==> src/rtl/usb_ep_stream_reader.sv <==
// usb_ep_stream_reader
//
// Wishbone read master that drains one isochronous-OUT endpoint buffer per command
// from the USB core buffer memory into a small sample FIFO. The FIFO head is
// presented as a 16-bit stereo PCM sample on a valid/ready stream.
//
// Ports
//   clk_i, nrst_i             clock, asynchronous active-low reset
//   cmd_valid_i/cmd_ready_o   command handshake, accepted only when idle
//   cmd_ptr_i, cmd_len_i      buffer byte pointer and byte length (low two bits ignored)
//   done_o, err_o             one-cycle pulses: buffer fully read / ack timeout
//   wb_*                      Wishbone master read port (stb and cyc identical)
//   smp_valid_o/smp_ready_i   sample stream handshake (first-word fall-through)
//   smp_left_o, smp_right_o   FIFO head word [15:0] and [31:16]
module usb_ep_stream_reader #(
  parameter int unsigned ADDR_W     = 18,
  parameter int unsigned FIFO_DEPTH = 8,
  parameter int unsigned TIMEOUT    = 255
) (
  input  logic              clk_i,
  input  logic              nrst_i,
  input  logic              cmd_valid_i,
  output logic              cmd_ready_o,
  input  logic [16:0]       cmd_ptr_i,
  input  logic [13:0]       cmd_len_i,
  output logic              done_o,
  output logic              err_o,
  output logic [ADDR_W-1:0] wb_addr_o,
  input  logic [31:0]       wb_data_i,
  input  logic              wb_ack_i,
  output logic              wb_we_o,
  output logic              wb_stb_o,
  output logic              wb_cyc_o,
  output logic              smp_valid_o,
  input  logic              smp_ready_i,
  output logic [15:0]       smp_left_o,
  output logic [15:0]       smp_right_o
);

  localparam int unsigned AW = $clog2(FIFO_DEPTH);
  localparam int unsigned CW = AW + 1;
  localparam int unsigned TW = $clog2(TIMEOUT + 1);

  typedef enum logic [1:0] {StIdle, StReq, StGap} state_e;

  state_e        state_q, state_d;
  logic [16:0]   ptr_q, ptr_d;
  logic [11:0]   words_q, words_d;
  logic [TW-1:0] tmo_q, tmo_d;
  logic          stb_q, stb_d;
  logic          done_q, done_d;
  logic          err_q, err_d;

  logic [31:0]   mem_q [FIFO_DEPTH];
  logic [AW-1:0] wr_q, rd_q;
  logic [CW-1:0] cnt_q, cnt_d;

  logic push, pop, space_next;

  // Command byte-lane bits are don't-care.
  logic unused_cmd_bits;
  assign unused_cmd_bits = ^{cmd_ptr_i[1:0], cmd_len_i[1:0]};

  // stb is only ever high in StReq, so an ack with stb high is a completed read.
  assign push = stb_q & wb_ack_i;
  assign pop  = smp_valid_o & smp_ready_i;

  always_comb begin
    cnt_d = cnt_q;
    case ({push, pop})
      2'b10:   cnt_d = cnt_q + CW'(1);
      2'b01:   cnt_d = cnt_q - CW'(1);
      default: cnt_d = cnt_q;
    endcase
  end

  // stb is registered, so the decision to request uses next cycle's occupancy.
  assign space_next = (cnt_d < CW'(FIFO_DEPTH));

  always_comb begin
    state_d = state_q;
    ptr_d   = ptr_q;
    words_d = words_q;
    tmo_d   = tmo_q;
    stb_d   = 1'b0;
    done_d  = 1'b0;
    err_d   = 1'b0;
    case (state_q)
      StIdle: begin
        if (cmd_valid_i) begin
          ptr_d   = {cmd_ptr_i[16:2], 2'b00};
          words_d = cmd_len_i[13:2];
          tmo_d   = '0;
          if (cmd_len_i[13:2] == 12'd0) begin
            done_d = 1'b1;
          end else begin
            state_d = StReq;
            stb_d   = space_next;
          end
        end
      end
      StReq: begin
        if (stb_q) begin
          if (wb_ack_i) begin
            ptr_d   = ptr_q + 17'd4;
            words_d = words_q - 12'd1;
            tmo_d   = '0;
            if (words_q == 12'd1) begin
              state_d = StIdle;
              done_d  = 1'b1;
            end else begin
              state_d = StGap;
            end
          end else if (tmo_q == TW'(TIMEOUT - 1)) begin
            // stb has now been high for TIMEOUT cycles without an ack.
            state_d = StIdle;
            err_d   = 1'b1;
            tmo_d   = '0;
          end else begin
            tmo_d = tmo_q + TW'(1);
            stb_d = 1'b1;
          end
        end else begin
          // Waiting for FIFO space; the timeout does not run.
          tmo_d = '0;
          stb_d = space_next;
        end
      end
      StGap: begin
        state_d = StReq;
        stb_d   = space_next;
      end
      default: state_d = StIdle;
    endcase
  end

  always_ff @(posedge clk_i or negedge nrst_i) begin
    if (!nrst_i) begin
      state_q <= StIdle;
      ptr_q   <= '0;
      words_q <= '0;
      tmo_q   <= '0;
      stb_q   <= 1'b0;
      done_q  <= 1'b0;
      err_q   <= 1'b0;
    end else begin
      state_q <= state_d;
      ptr_q   <= ptr_d;
      words_q <= words_d;
      tmo_q   <= tmo_d;
      stb_q   <= stb_d;
      done_q  <= done_d;
      err_q   <= err_d;
    end
  end

  // Storage is cleared on reset so the head reads zero while empty.
  always_ff @(posedge clk_i or negedge nrst_i) begin
    if (!nrst_i) begin
      for (int i = 0; i < FIFO_DEPTH; i++) begin
        mem_q[i] <= '0;
      end
      wr_q  <= '0;
      rd_q  <= '0;
      cnt_q <= '0;
    end else begin
      if (push) begin
        mem_q[wr_q] <= wb_data_i;
        wr_q        <= wr_q + AW'(1);
      end
      if (pop) begin
        rd_q <= rd_q + AW'(1);
      end
      cnt_q <= cnt_d;
    end
  end

  assign cmd_ready_o = (state_q == StIdle);
  assign done_o      = done_q;
  assign err_o       = err_q;
  assign wb_addr_o   = ADDR_W'(ptr_q);
  assign wb_we_o     = 1'b0;
  assign wb_stb_o    = stb_q;
  assign wb_cyc_o    = stb_q;
  assign smp_valid_o = (cnt_q != '0);
  assign smp_left_o  = mem_q[rd_q][15:0];
  assign smp_right_o = mem_q[rd_q][31:16];

endmodule

==> config.mk <==
export PLATFORM = sky130hd
export DESIGN_NAME = usb_ep_stream_reader
export DESIGN_NICKNAME = d
export VERILOG_FILES = /design/src/rtl/usb_ep_stream_reader.sv
export SDC_FILE = /design/constraint.sdc
export NUM_CORES = 1
export LEC_CHECK = 0
export BUFFER_PORTS_ARGS = -buffer_cell sky130_fd_sc_hd__buf_2
export CELL_PAD_IN_SITES_DETAIL_PLACEMENT = 1
export CELL_PAD_IN_SITES_GLOBAL_PLACEMENT = 1
export CORE_MARGIN = 2
export CORE_UTILIZATION = 54
export DETAILED_ROUTE_END_ITERATION = 6
export GPL_TIMING_DRIVEN = 0
export PLACE_DENSITY = 0.86
export RECOVER_POWER = 50
export SYNTH_ARGS = -nofsm -noshare
export SYNTH_HDL_FRONTEND = slang
export SYNTH_SLANG_ARGS = --single-unit
==> constraint.sdc <==
create_clock -name clk_i -period 4.6 [get_ports clk_i]
set_input_delay 0.92 -clock clk_i [delete_from_list [all_inputs] [get_ports clk_i]]
set_output_delay 0.92 -clock clk_i [all_outputs]
set_load 0.01 [all_outputs]
==> impl_summary.log, run 1 <==
[metrics] layout-stage area growth over the synthesis result: 15.1%
[metrics] clk sinks: ~300
[metrics] buffer depth of the longest clock path: 3
[metrics] Synth area leaders: dfrtp_1, mux2_2, mux4_2
[metrics] y dimension of the die: roughly 170 um
[metrics] Avg Inst Size Synth: between 10 and 15 um2
[metrics] Setup-failing EPs final: 0
[metrics] unrepaired setup endpoints after global routing: no
[metrics] Worst Hold Launch: mem_q[59]$_DFFE_PN0P_
[metrics] Post-DP HPWL: 23000 um
[metrics] startpoint of the worst-slack reg-to-reg timing path: cnt_q[1]$_DFFE_PN0P_
[metrics] met3 routing resource usage after global routing: under 10%
[metrics] CTS clk-pin slew, worst paths: 0.06 ns
[metrics] final number of hold-violating endpoints: 0
[metrics] Clock Skews: 0.0230 ns
[metrics] sum of internal, switching and leakage power: 12.5 mW
[metrics] reported net switching power: ~4.3 mW
[metrics] gate count of the mapped netlist: around 990
[metrics] maximum capacitance violations: 1
[metrics] cell at the root of the clock tree: clkbuf_16
[metrics] CTS-repair resized insts: 0
[metrics] number of filler instances in the final layout: 2474
[metrics] count of unresolved DRC violations after routing: 0
[metrics] number of pins with negative max-slew slack in the final report: between 100 and 150
[metrics] Post-synth EDFFs: 0
[metrics] final global-route overflow total: 0
[metrics] class of the worst hold path: register to register
[metrics] Flop pwr share: roughly two fifths
[metrics] commonest cells in the synthesized netlist: dfrtp_1, mux2_2, mux4_2, buf_2, mux2_1
[metrics] most frequently used cell type in the post-synthesis netlist: dfrtp_1
[metrics] number of buffer cells added on primary ports: 115
[metrics] violations in the final reports: max-capacitance violations, max-slew violations
[metrics] global-route wire length before repair: ~60000 um
[metrics] share of layout cells above drive strength 1: between 40 and 50%
[metrics] relative contribution of the clock network to total power: between 20% and 30%
[metrics] total wire length after detailed routing: ~37000 um
[metrics] critical path type: register to primary output
[metrics] Slowest-stage cell, CP: clkbuf_1
[metrics] Yosys warning count: 0
[metrics] predominant post-synthesis flop cell: dfrtp_1
[metrics] most area-hungry cell type in the Yosys netlist: dfrtp_1
[metrics] Core Util, Final: between 60% and 70%
[metrics] GRT met1 Usage: between 30% and 40%
[metrics] I/O pins: 125
[metrics] die area: 27800 um2
[metrics] tightest slew margin relative to the limit: -75.8%
[metrics] mapped cell area: ~14000 um2
[metrics] first-pass detailed-route iteration total: 5
[metrics] P per Cell Area: approximately 760 nW/um2
[metrics] starting utilization of the core area: between 50% and 60%
[metrics] Post-CTS Repair Setup Buffers: 0
[metrics] Inserted Clock Buffers: 34
[metrics] fraction of post-synthesis cell area in the top cell type by area: between 50% and 60%
[metrics] clock network latency to the later pin of the worst-skew pair: around 0.52 ns
[metrics] Die Span X: about 170 um
[metrics] Critical Path Sink Type: primary output
[metrics] CTS tree: yes
[metrics] busiest layer in global routing: met2
[metrics] flop-to-flop setup slack: 1.69 ns
[metrics] H-tree level count: 2
[metrics] vias per std cell: 6.10
[metrics] Worst setup SP type: register
[metrics] Req. time, crit path: ~3.7 ns
[metrics] WL/cell: 24.9 um
[metrics] largest net degree at the start of global routing: 116
[metrics] antenna viol nets, final: 0
[metrics] antenna violations before repair: 5
[metrics] Hold Path Sink: mem_q[59]$_DFFE_PN0P_
[metrics] vias in the first global route: about 10000
[metrics] Post-CTS Hold Fix Bufs: 0
[metrics] reg-to-reg endpoint: wb_cyc_o$_DFF_PN0_
[metrics] share of the clock period used by the worst path: between 80% and 90%
[metrics] floorplan row count: 59
[metrics] GP Congestion: roughly 0.8
[metrics] Worst Reg2Reg Path Length in Cells: 9
[metrics] crit path cell chain: clkbuf_1 > clkbuf_1 > mux4_2 > mux2_2 > buf_2
[metrics] number of synthesized register bits: around 310
[metrics] internal portion of total power: about 8 mW
[metrics] actual transition at the worst max-transition pin: approximately 2.6 ns
[metrics] proportion of total power due to net switching: between 30 and 40%
[metrics] run status: finished, violations left
[metrics] met2 track utilization from global routing: approximately half
[metrics] Max stage delay on crit path: roughly 0.71 ns
[metrics] logic gate share of total power: around two fifths
[metrics] Leakage: about 7.3 nW
[metrics] library cells used by synthesis: 55
[metrics] Placed Instance Area: between 15000 and 20000 um2
[metrics] sequential cell area fraction in the yosys report: 53.6%
[metrics] nets@finish: 1223
[metrics] timing-limited maximum frequency: 0.254 GHz
[metrics] FFs w/ async S/R, synth: 100%
[metrics] Iter 0 DRT Violations: 577
[metrics] Core Box Area: about 26000 um2
[metrics] Hold Path Cell Cnt: 1
[metrics] minimum hold slack: 0.490 ns
[metrics] minimum clock period: approximately 3.9 ns
[metrics] Worst Path Arrival: 3.02 ns
[metrics] library cell appearing most often on the critical path: clkbuf_1
[metrics] via total after detailed routing: about 9200
[metrics] total non-filler cell area in the finished layout: about 16000 um2
[metrics] CP Max Fanout: 10
[metrics] maximum ir drop on the vdd rail: roughly 0.47 mV
[metrics] GR Util All Layers: between 20% and 30%
## state kept, by name, indices dropped and copies added, names as in the netlist
signal and count:
cnt_q 4, rd_q 3, ptr_q 15, state_q 2
words_q 12, done_o 1, mem_q 256, err_o 1
wr_q 3, tmo_q 8, wb_cyc_o 1
## stage by stage
stage	setup WS (ns)	std cells	TNS [ns]
2_1_floorplan	1.97	991	0
3_3_place_gp	-3.25	1441	-983.88
3_5_place_dp	1.24	1443	0
4_1_cts	0.625	1502	0
5_1_grt	0.621	1504	0
6_report	0.665	1505	0
## power by group through the flow
stage	Clock, mW	Combinational (mW)	Sequential [mW]
after floorplan	0	3.60	4.48
after global placement	0	4.74	4.62
after detailed placement	0	4.98	4.75
after CTS	2.76	5.09	4.77
after global routing	2.85	5.43	4.94
final	2.71	5.02	4.78
## how the worst max path moves through the flow
stage	cells past startpoint	slack [ns]	end	startpoint
floorplan	3	1.97	smp_right_o[10]	rd_q[0]$_DFFE_PN0P_
global placement	1	-3.25	mem_q[62]$_DFFE_PN0P_	nrst_i
detailed placement	5	1.24	smp_right_o[5]	rd_q[1]$_DFFE_PN0P_
CTS	5	0.62	smp_right_o[3]	rd_q[1]$_DFFE_PN0P_
global route	5	0.62	smp_right_o[3]	rd_q[1]$_DFFE_PN0P_
finish	5	0.66	smp_right_o[3]	rd_q[1]$_DFFE_PN0P_
## routing by layer
layer | part of all wire, % | vias up
met4 | 2.4 | 2
met5 | 0.035 | -
li1 | - | 4011
met3 | 3.8 | 64
met1 | 42 | 4886
met2 | 52 | 219
## final cells by class
class	count	area (um2)	area share, %
Buffer	67	314	1.91
Clock buffer	49	957	5.82
Inverter	7	26.3	0.160
Multi-Input combinational cell	611	6300	38.3
Antenna cell	3	7.51	0.0456
Tap cell	335	419	2.55
Sequential cell	306	7660	46.6
Clock inverter	10	144	0.875
Timing Repair Buffer	117	626	3.80
## worst max-delay path, delay by kind of cell (launching register included)
family	cells	cell delay, ns
multiplexers	2	0.73
buffers and inverters	3	1.34
flip-flops	1	0.42
## layout by cell type, fill, tap and decap left out, types with 8 or more instances in the layout
cell type / n
buf_2: 145
clkbuf_16: 34
mux4_2: 64
mux2_1: 38
dfrtp_1: 306
nand2_1: 27
a21oi_1: 28
mux2_2: 253
nor2_1: 27
o21ai_0: 22
ha_1: 10
nor3_1: 8
nand3_1: 21
nand4_1: 10
a2bb2oi_1: 9
xnor2_1: 10
clkbuf_1: 39
## logic make-up (layout without fill, tap and decap cells)
group / after synthesis / after routing / synth area share (%)
buffers and inverters: 74 / 250 / 2.40
XOR/XNOR: 10 / 10 / 0.613
multiplexers: 356 / 356 / 33.1
adder cells (fa/ha/maj): 11 / 11 / 1.02
flip-flops: 306 / 306 / 53.6
AO/OA/AOI/OAI: 95 / 95 / 4.23
other: 1 / 7 / 0.0262
AND/OR/NAND/NOR: 135 / 135 / 5.04
Note: power is estimated with default switching activity, not from simulation.
==> run 2: changes to the inputs <==
CORE_MARGIN = 8   (was 2)
CORE_UTILIZATION = 50   (was 54)
CTS_CLUSTER_DIAMETER = 40   (was unset)
PLACE_DENSITY = 0.81   (was 0.86)
clock period = 4.34 ns   (was 4.6 ns; I/O delays follow)
==> run 2 against run 1 <==
The flow still finishes with violations (max-capacitance violations, max-slew violations). Final cell count is 4.5% higher. Worst setup slack worse by 0.16 ns. Critical path type unchanged. Wire length is 0.13% higher. Critical path depth stayed put.
==> impl_summary.log, run 2 (same netlist as run 1, synthesis figures left out) <==
[metrics] top routing layer in use: met5 (unchanged)
[metrics] timing-limited maximum frequency: approximately 0.26 GHz
[metrics] flop-to-flop setup slack: 1.57 ns (was 1.69 ns)
[metrics] leading cell types in the layout, fill and taps excluded: dfrtp_1, mux2_2, buf_2 (unchanged)
[metrics] nets@finish: 1233 (was 1223)
[metrics] maximum capacitance violations: 1 (unchanged)
[metrics] unrepaired setup endpoints after global routing: no (unchanged)
[metrics] routed length on met1: 15900 um (was 15600 um)
[metrics] reg-to-reg endpoint: wb_cyc_o$_DFF_PN0_ (unchanged)
[metrics] Worst Reg2Reg Path Length in Cells: 9 (unchanged)
[metrics] I/O pins: 125 (unchanged)
[metrics] CTS-repair resized insts: 0 (unchanged)
[metrics] largest net degree at the start of global routing: 122 (was 116)
[metrics] CTS clk-pin slew, worst paths: 0.06 ns (about the same)
[metrics] count of unresolved DRC violations after routing: 0 (unchanged)
[metrics] starting utilization of the core area: 50.3% (was 55.0%)
[metrics] vias in the first global route: 10500 (about the same)
[metrics] Die Span X: 185 um (was 167 um)
[metrics] Critical Path Sink Type: primary output (unchanged)
[metrics] GP Congestion: 0.833 (was 0.787)
[metrics] minimum hold slack: 0.294 ns (was 0.490 ns)
[metrics] Post-CTS Hold Fix Bufs: 0 (unchanged)
[metrics] Worst setup SP type: register (unchanged)
[metrics] share of layout cells above drive strength 1: 45.1% (was 44.6%)
[metrics] clk sinks: 306 (unchanged)
[metrics] total wire length after detailed routing: 37500 um (was 37400 um)
[metrics] summed negative setup slack over all endpoints: 0 ns (unchanged)
[metrics] buffer depth of the longest clock path: 3 (unchanged)
[metrics] Leakage: 7.42 nW (was 7.26 nW)
[metrics] Iter 0 DRT Violations: 402 (was 577)
[metrics] global-route wire length before repair: 60900 um (was 60000 um)
[metrics] via total after detailed routing: 9212 (was 9182)
[metrics] Post-CTS Repair Setup Buffers: 0 (unchanged)
[metrics] share of the clock period used by the worst path: 88.4%
[metrics] GR Util All Layers: 22.7% (was 27.6%)
[metrics] Inserted Clock Buffers: 44 (was 34)
[metrics] final global-route overflow total: 0 (unchanged)
[metrics] WL/cell: 23.8 um (was 24.9 um)
[metrics] vias per std cell: 5.86 (was 6.10)
[metrics] Core Box Area: 28400 um2 (was 26000 um2)
[metrics] clock network latency to the later pin of the worst-skew pair: 0.54 ns (was 0.52 ns)
[metrics] antenna viol nets, final: 0 (unchanged)
[metrics] violations in the final reports: max-capacitance violations, max-slew violations (unchanged)
[metrics] CP Max Fanout: 10 (unchanged)
[metrics] flip-flop count of the largest register after layout: 256 (unchanged)
[metrics] layout-stage area growth over the synthesis result: 18.1% (was 15.1%)
[metrics] actual transition at the worst max-transition pin: 2.78 ns (was 2.64 ns)
[metrics] Top reg by flops: mem_q (unchanged)
[metrics] die area: 34200 um2 (was 27800 um2)
[metrics] minimum clock period: ~3.8 ns
[metrics] tightest slew margin relative to the limit: -85.5% (was -75.8%)
[metrics] critical path type: register to primary output (unchanged)
[metrics] Req. time, crit path: 3.47 ns (was 3.68 ns)
[metrics] number of pins with negative max-slew slack in the final report: 120 (was 101)
[metrics] class of the worst hold path: primary input to asynchronous set/reset pin (was register to register)
[metrics] maximum ir drop on the vdd rail: 0.467 mV (was 0.466 mV)
[metrics] floorplan row count: 62 (was 59)
[metrics] cell at the root of the clock tree: clkbuf_16 (unchanged)
[metrics] Setup-failing EPs final: 0 (unchanged)
[metrics] y dimension of the die: 185 um (was 167 um)
[metrics] CTS tree: yes (unchanged)
[metrics] leading cell type in the layout, fill and taps excluded: dfrtp_1 (unchanged)
[metrics] startpoint of the worst-slack reg-to-reg timing path: cnt_q[1]$_DFFE_PN0P_ (unchanged)
[metrics] P per Cell Area: 827 nW/um2 (was 760 nW/um2)
[metrics] routed length on met3: 1740 um (was 1410 um)
[metrics] first-pass detailed-route iteration total: 5 (unchanged)
[metrics] number of buffer cells added on primary ports: 115 (unchanged)
[metrics] Clock Skews: 0.0362 ns (was 0.0230 ns)
[metrics] detailed-routed wire length on met2: 19100 um (was 19500 um)
[metrics] final number of hold-violating endpoints: 0 (unchanged)
[metrics] H-tree level count: 2 (unchanged)
[metrics] largest registers: mem_q x256, ptr_q x15, words_q x12 (unchanged)
[metrics] antenna violations before repair: 3 (was 5)
[metrics] run status: finished, violations left (unchanged)
[metrics] Post-DP HPWL: 23300 um (was 23000 um)
[metrics] Worst Path Arrival: 2.97 ns (was 3.02 ns)
## run 2: final cells by class
type / instances / area (um2)
antenna: 1 / 2.50
buffer: 67 / 315
clock buffer: 54 / 1190
clock inverter: 26 / 309
fill: 2766 / 11500
inverter: 7 / 26.3
multi-input combinational: 611 / 6290
sequential: 306 / 7660
tap: 384 / 480
timing repair buffer: 117 / 599
## run 2: worst max-delay path by stage
stage               depth (start not counted)           startpoint               endpoint
floorplan                                   3  rd_q[0]$_DFFE_PN0P_        smp_right_o[10]
global placement                            1               nrst_i  mem_q[29]$_DFFE_PN0P_
detailed placement                          5  rd_q[1]$_DFFE_PN0P_         smp_right_o[6]
CTS                                         5  rd_q[1]$_DFFE_PN0P_         smp_left_o[13]
global route                                2               nrst_i   tmo_q[4]$_DFFE_PN0P_
finish                                      5  rd_q[1]$_DFFE_PN0P_         smp_right_o[6]
## run 2: metrics by stage
step	worst slack (ns)	cells	utilization, %	power [mW]	area (um2)
CTS	0.487	1572	59.6	14.1	16900
floorplan	1.76	991	-	8.56	14300
detailed placement	1.08	1492	54.3	10.3	15400
finish	0.503	1573	59.4	14.0	16900
global placement	-3.44	1490	54.1	9.99	15400
global route	0.338	1573	59.4	14.8	16900
## run 2: critical path: stages (launching register included)
cell	delay [ns]
dfrtp_1	0.43
clkbuf_1	0.45
clkbuf_1	0.68
mux4_2	0.41
mux2_2	0.31
buf_2	0.15
## run 2: power breakdown
part,switching (mW),internal [mW],leakage [nW]
Clock,1.34,2.26,0.725
Combinational,2.49,2.82,2.88
Sequential,0.866,4.17,3.81
## run 2: routing by layer
layer | vias up | GRT usage (%)
met1 | 4911 | 29.2
li1 | 4045 | -
met2 | 206 | 39.1
met4 | 4 | 6.05
met3 | 46 | 4.24
met5 | - | 0
==> run 3: changes to the inputs <==
CORE_UTILIZATION = 45   (was 50)
PLACE_DENSITY = 0.77   (was 0.81)
RECOVER_POWER = 25   (was 50)
==> run 3 against run 2 <==
The run still ends with max-capacitance violations, max-slew violations left. Sequential power is essentially flat. Largest cell class unchanged. Worst setup slack lost 0.12 ns. Core utilization shrank 5.2 points. Critical path depth is the same. Flip-flop and latch count is the same. Maximum frequency shrank 3.0%. Die area grew 10%. Hold slack gained 0.19 ns. Combinational power is essentially flat. Final cell count grew 1.4%.
==> impl_summary.log, run 3 (same netlist as run 1, synthesis figures left out) <==
[metrics] run status: finished, violations left (unchanged)
[metrics] violations in the final reports: max-capacitance violations, max-slew violations (unchanged)
[metrics] number of filler instances in the final layout: 3069 (was 2766)
[metrics] proportion of total power due to net switching: 33.3% (was 33.7%)
[metrics] buffer depth of the longest clock path: 3 (unchanged)
[metrics] share of layout cells above drive strength 1: 46.8% (was 45.1%)
[metrics] Setup-failing EPs final: 0 (unchanged)
[metrics] clk sinks: 306 (unchanged)
[metrics] actual transition at the worst max-transition pin: 2.60 ns (was 2.78 ns)
[metrics] critical path type: register to primary output (unchanged)
[metrics] number of placed instances, taps included: 1510 (was 1492)
[metrics] Post-CTS Hold Fix Bufs: 0 (unchanged)
[metrics] y dimension of the die: 194 um (was 185 um)
[metrics] floorplan row count: 65 (was 62)
[metrics] class of the worst hold path: register to register (was primary input to asynchronous set/reset pin)
[metrics] GP Congestion: 0.785 (was 0.833)
[metrics] die area: 37700 um2 (was 34200 um2)
[metrics] GR Util All Layers: 20.3% (was 22.7%)
[metrics] Iter 0 DRT Violations: 451 (was 402)
[metrics] CTS clk-pin slew, worst paths: 0.06 ns (about the same)
[metrics] Worst setup SP type: register (unchanged)
[metrics] tightest slew margin relative to the limit: -73.5% (was -85.5%)
[metrics] starting utilization of the core area: 45.5% (was 50.3%)
[metrics] Clock Skews: 0.0290 ns (was 0.0362 ns)
[metrics] Leakage: 7.51 nW (was 7.42 nW)
[metrics] flop-to-flop setup slack: 1.54 ns (was 1.57 ns)
[metrics] final cell count without fillers: 1595 (was 1573)
[metrics] reg-to-reg endpoint: wb_cyc_o$_DFF_PN0_ (unchanged)
[metrics] Die Span X: 194 um (was 185 um)
[metrics] count of unresolved DRC violations after routing: 0 (unchanged)
[metrics] layout-stage area growth over the synthesis result: 19.2% (was 18.1%)
[metrics] largest registers: mem_q x256, ptr_q x15, words_q x12 (unchanged)
[metrics] Core Box Area: 31400 um2 (was 28400 um2)
[metrics] I/O pins: 125 (unchanged)
[metrics] Critical Path Sink Type: primary output (unchanged)
[metrics] vias per std cell: 5.77 (was 5.86)
[metrics] flip-flop count of the largest register after layout: 256 (unchanged)
[metrics] antenna viol nets, final: 0 (unchanged)
[metrics] number of buffer cells added on primary ports: 115 (unchanged)
[metrics] timing-limited maximum frequency: 0.253 GHz (was 0.261 GHz)
[metrics] share of the clock period used by the worst path: 91.1% (was 88.4%)
[metrics] final global-route overflow total: 0 (unchanged)
[metrics] first-pass detailed-route iteration total: 4 (was 5)
[metrics] Placed Instance Area: 15400 um2 (about the same)
[metrics] logic gate share of total power: 37.5% (was 38.1%)
[metrics] Flop pwr share: 35.4% (was 36.1%)
[metrics] largest net degree at the start of global routing: 118 (was 122)
[metrics] internal portion of total power: 9.43 mW (was 9.26 mW)
[metrics] P per Cell Area: 830 nW/um2 (was 827 nW/um2)
[metrics] relative contribution of the clock network to total power: 27.0% (was 25.8%)
[metrics] routed length on met3: 1530 um (was 1740 um)
[metrics] unrepaired setup endpoints after global routing: no (unchanged)
[metrics] top routing layer in use: met5 (unchanged)
[metrics] antenna violations before repair: 5 (was 3)
[metrics] CTS tree: yes (unchanged)
[metrics] H-tree level count: 2 (unchanged)
[metrics] sum of internal, switching and leakage power: 14.1 mW (was 14.0 mW)
[metrics] via total after detailed routing: 9207 (was 9212)
[metrics] Worst Path Arrival: 3.09 ns (was 2.97 ns)
[metrics] total wire length after detailed routing: 37700 um (was 37500 um)
[metrics] WL/cell: 23.7 um (was 23.8 um)
[metrics] cell at the root of the clock tree: clkbuf_16 (unchanged)
[metrics] global-route wire length before repair: 60800 um (was 60900 um)
[metrics] vias in the first global route: 10500 (about the same)
[metrics] worst setup path endpoint: smp_left_o[13] (was smp_right_o[6])
[metrics] number of pins with negative max-slew slack in the final report: 97 (was 120)
[metrics] total non-filler cell area in the finished layout: 17000 um2 (was 16900 um2)
[metrics] startpoint of the worst-slack reg-to-reg timing path: cnt_q[0]$_DFFE_PN0P_ (was cnt_q[1]$_DFFE_PN0P_)
[metrics] minimum clock period: 3.95 ns (was 3.84 ns)
[metrics] maximum ir drop on the vdd rail: 0.384 mV (was 0.467 mV)
[metrics] detailed-routed wire length on met2: 18400 um (was 19100 um)
[metrics] routed length on met1: 17000 um (was 15900 um)
[metrics] minimum hold slack: 0.483 ns (was 0.294 ns)
[metrics] clock network latency to the later pin of the worst-skew pair: 0.55 ns (was 0.54 ns)
[metrics] Req. time, crit path: 3.47 ns (about the same)
[metrics] Top reg by flops: mem_q (unchanged)
[metrics] Post-CTS Repair Setup Buffers: 0 (unchanged)
[metrics] CP Max Fanout: 10 (unchanged)
[metrics] Post-DP HPWL: 23400 um (was 23300 um)
[metrics] leading cell type in the layout, fill and taps excluded: dfrtp_1 (unchanged)
[metrics] leading cell types in the layout, fill and taps excluded: dfrtp_1, mux2_2, buf_2 (unchanged)
[metrics] Inserted Clock Buffers: 46 (was 44)
[metrics] final number of hold-violating endpoints: 0 (unchanged)
[metrics] maximum capacitance violations: 1 (unchanged)
[metrics] launching element of the worst setup path: rd_q[1]$_DFFE_PN0P_ (unchanged)
[metrics] Worst Reg2Reg Path Length in Cells: 9 (unchanged)
[metrics] nets@finish: 1235 (was 1233)
[metrics] reported net switching power: 4.71 mW (was 4.70 mW)
[metrics] CTS-repair resized insts: 0 (unchanged)
-- run 3: changes by cell type in the layout (fill, tap and decap cells not counted), sizes merged --
cell	before	now
buf	145	160
bufinv	5	6
clkbuf	93	78
clkinv	11	9
clkinvlp	5	7
inv	12	15
-- run 3: routing by layer --
metal / up-vias / global-route usage, %
met1: 4925 / 26.7
met2: 156 / 33.5
li1: 4056 / -
met3: 62 / 4.23
met5: - / 0
met4: 8 / 5.94
-- run 3: cell type report --
type                       instances  area, um2  area share, %
clock buffer                      54       1230           7.24
inverter                           7       26.3          0.154
buffer                            67        315           1.85
tap                              402        503           2.95
clock inverter                    30        363           2.13
sequential                       306       7660           45.0
timing repair buffer             117        631           3.70
antenna                            1       2.50         0.0147
multi-input combinational        611       6300           37.0
-- run 3: power groups by stage --
stage	Sequential [mW]	Clock [mW]	Combinational, mW
finish	5.01	3.82	5.30
global route	5.18	4.01	5.77
CTS	5.01	3.91	5.41
detailed placement	5.00	0	5.33
global placement	4.90	0	5.14
floorplan	4.75	0	3.81
-- run 3: worst max-delay path, stage by stage, from the launching register on --
cell and delay [ns]:
dfrtp_1 0.43, clkbuf_1 0.45, clkbuf_1 0.75, mux4_2 0.43, mux2_2 0.32, buf_2 0.15
-- run 3: how the worst min path moves through the flow --
stage                                start  slack, ns                     end  cells past startpoint
global route        mem_q[167]$_DFFE_PN0P_       0.50  mem_q[167]$_DFFE_PN0P_                      1
floorplan           mem_q[166]$_DFFE_PN0P_       0.45  mem_q[166]$_DFFE_PN0P_                      1
finish               mem_q[58]$_DFFE_PN0P_       0.48   mem_q[58]$_DFFE_PN0P_                      1
detailed placement   mem_q[58]$_DFFE_PN0P_       0.47   mem_q[58]$_DFFE_PN0P_                      1
global placement     mem_q[59]$_DFFE_PN0P_       0.47   mem_q[59]$_DFFE_PN0P_                      1
CTS                                 nrst_i       0.39  mem_q[102]$_DFFE_PN0P_                      1
-- run 3: stage by stage --
step	setup WS (ns)	utilization [%]	setup TNS, ns
floorplan	1.76	-	0
global placement	-3.51	49.0	-1062.61
detailed placement	1.02	49.2	0
CTS	0.381	54.3	0
global route	0.286	54.2	0
finish	0.385	54.2	0
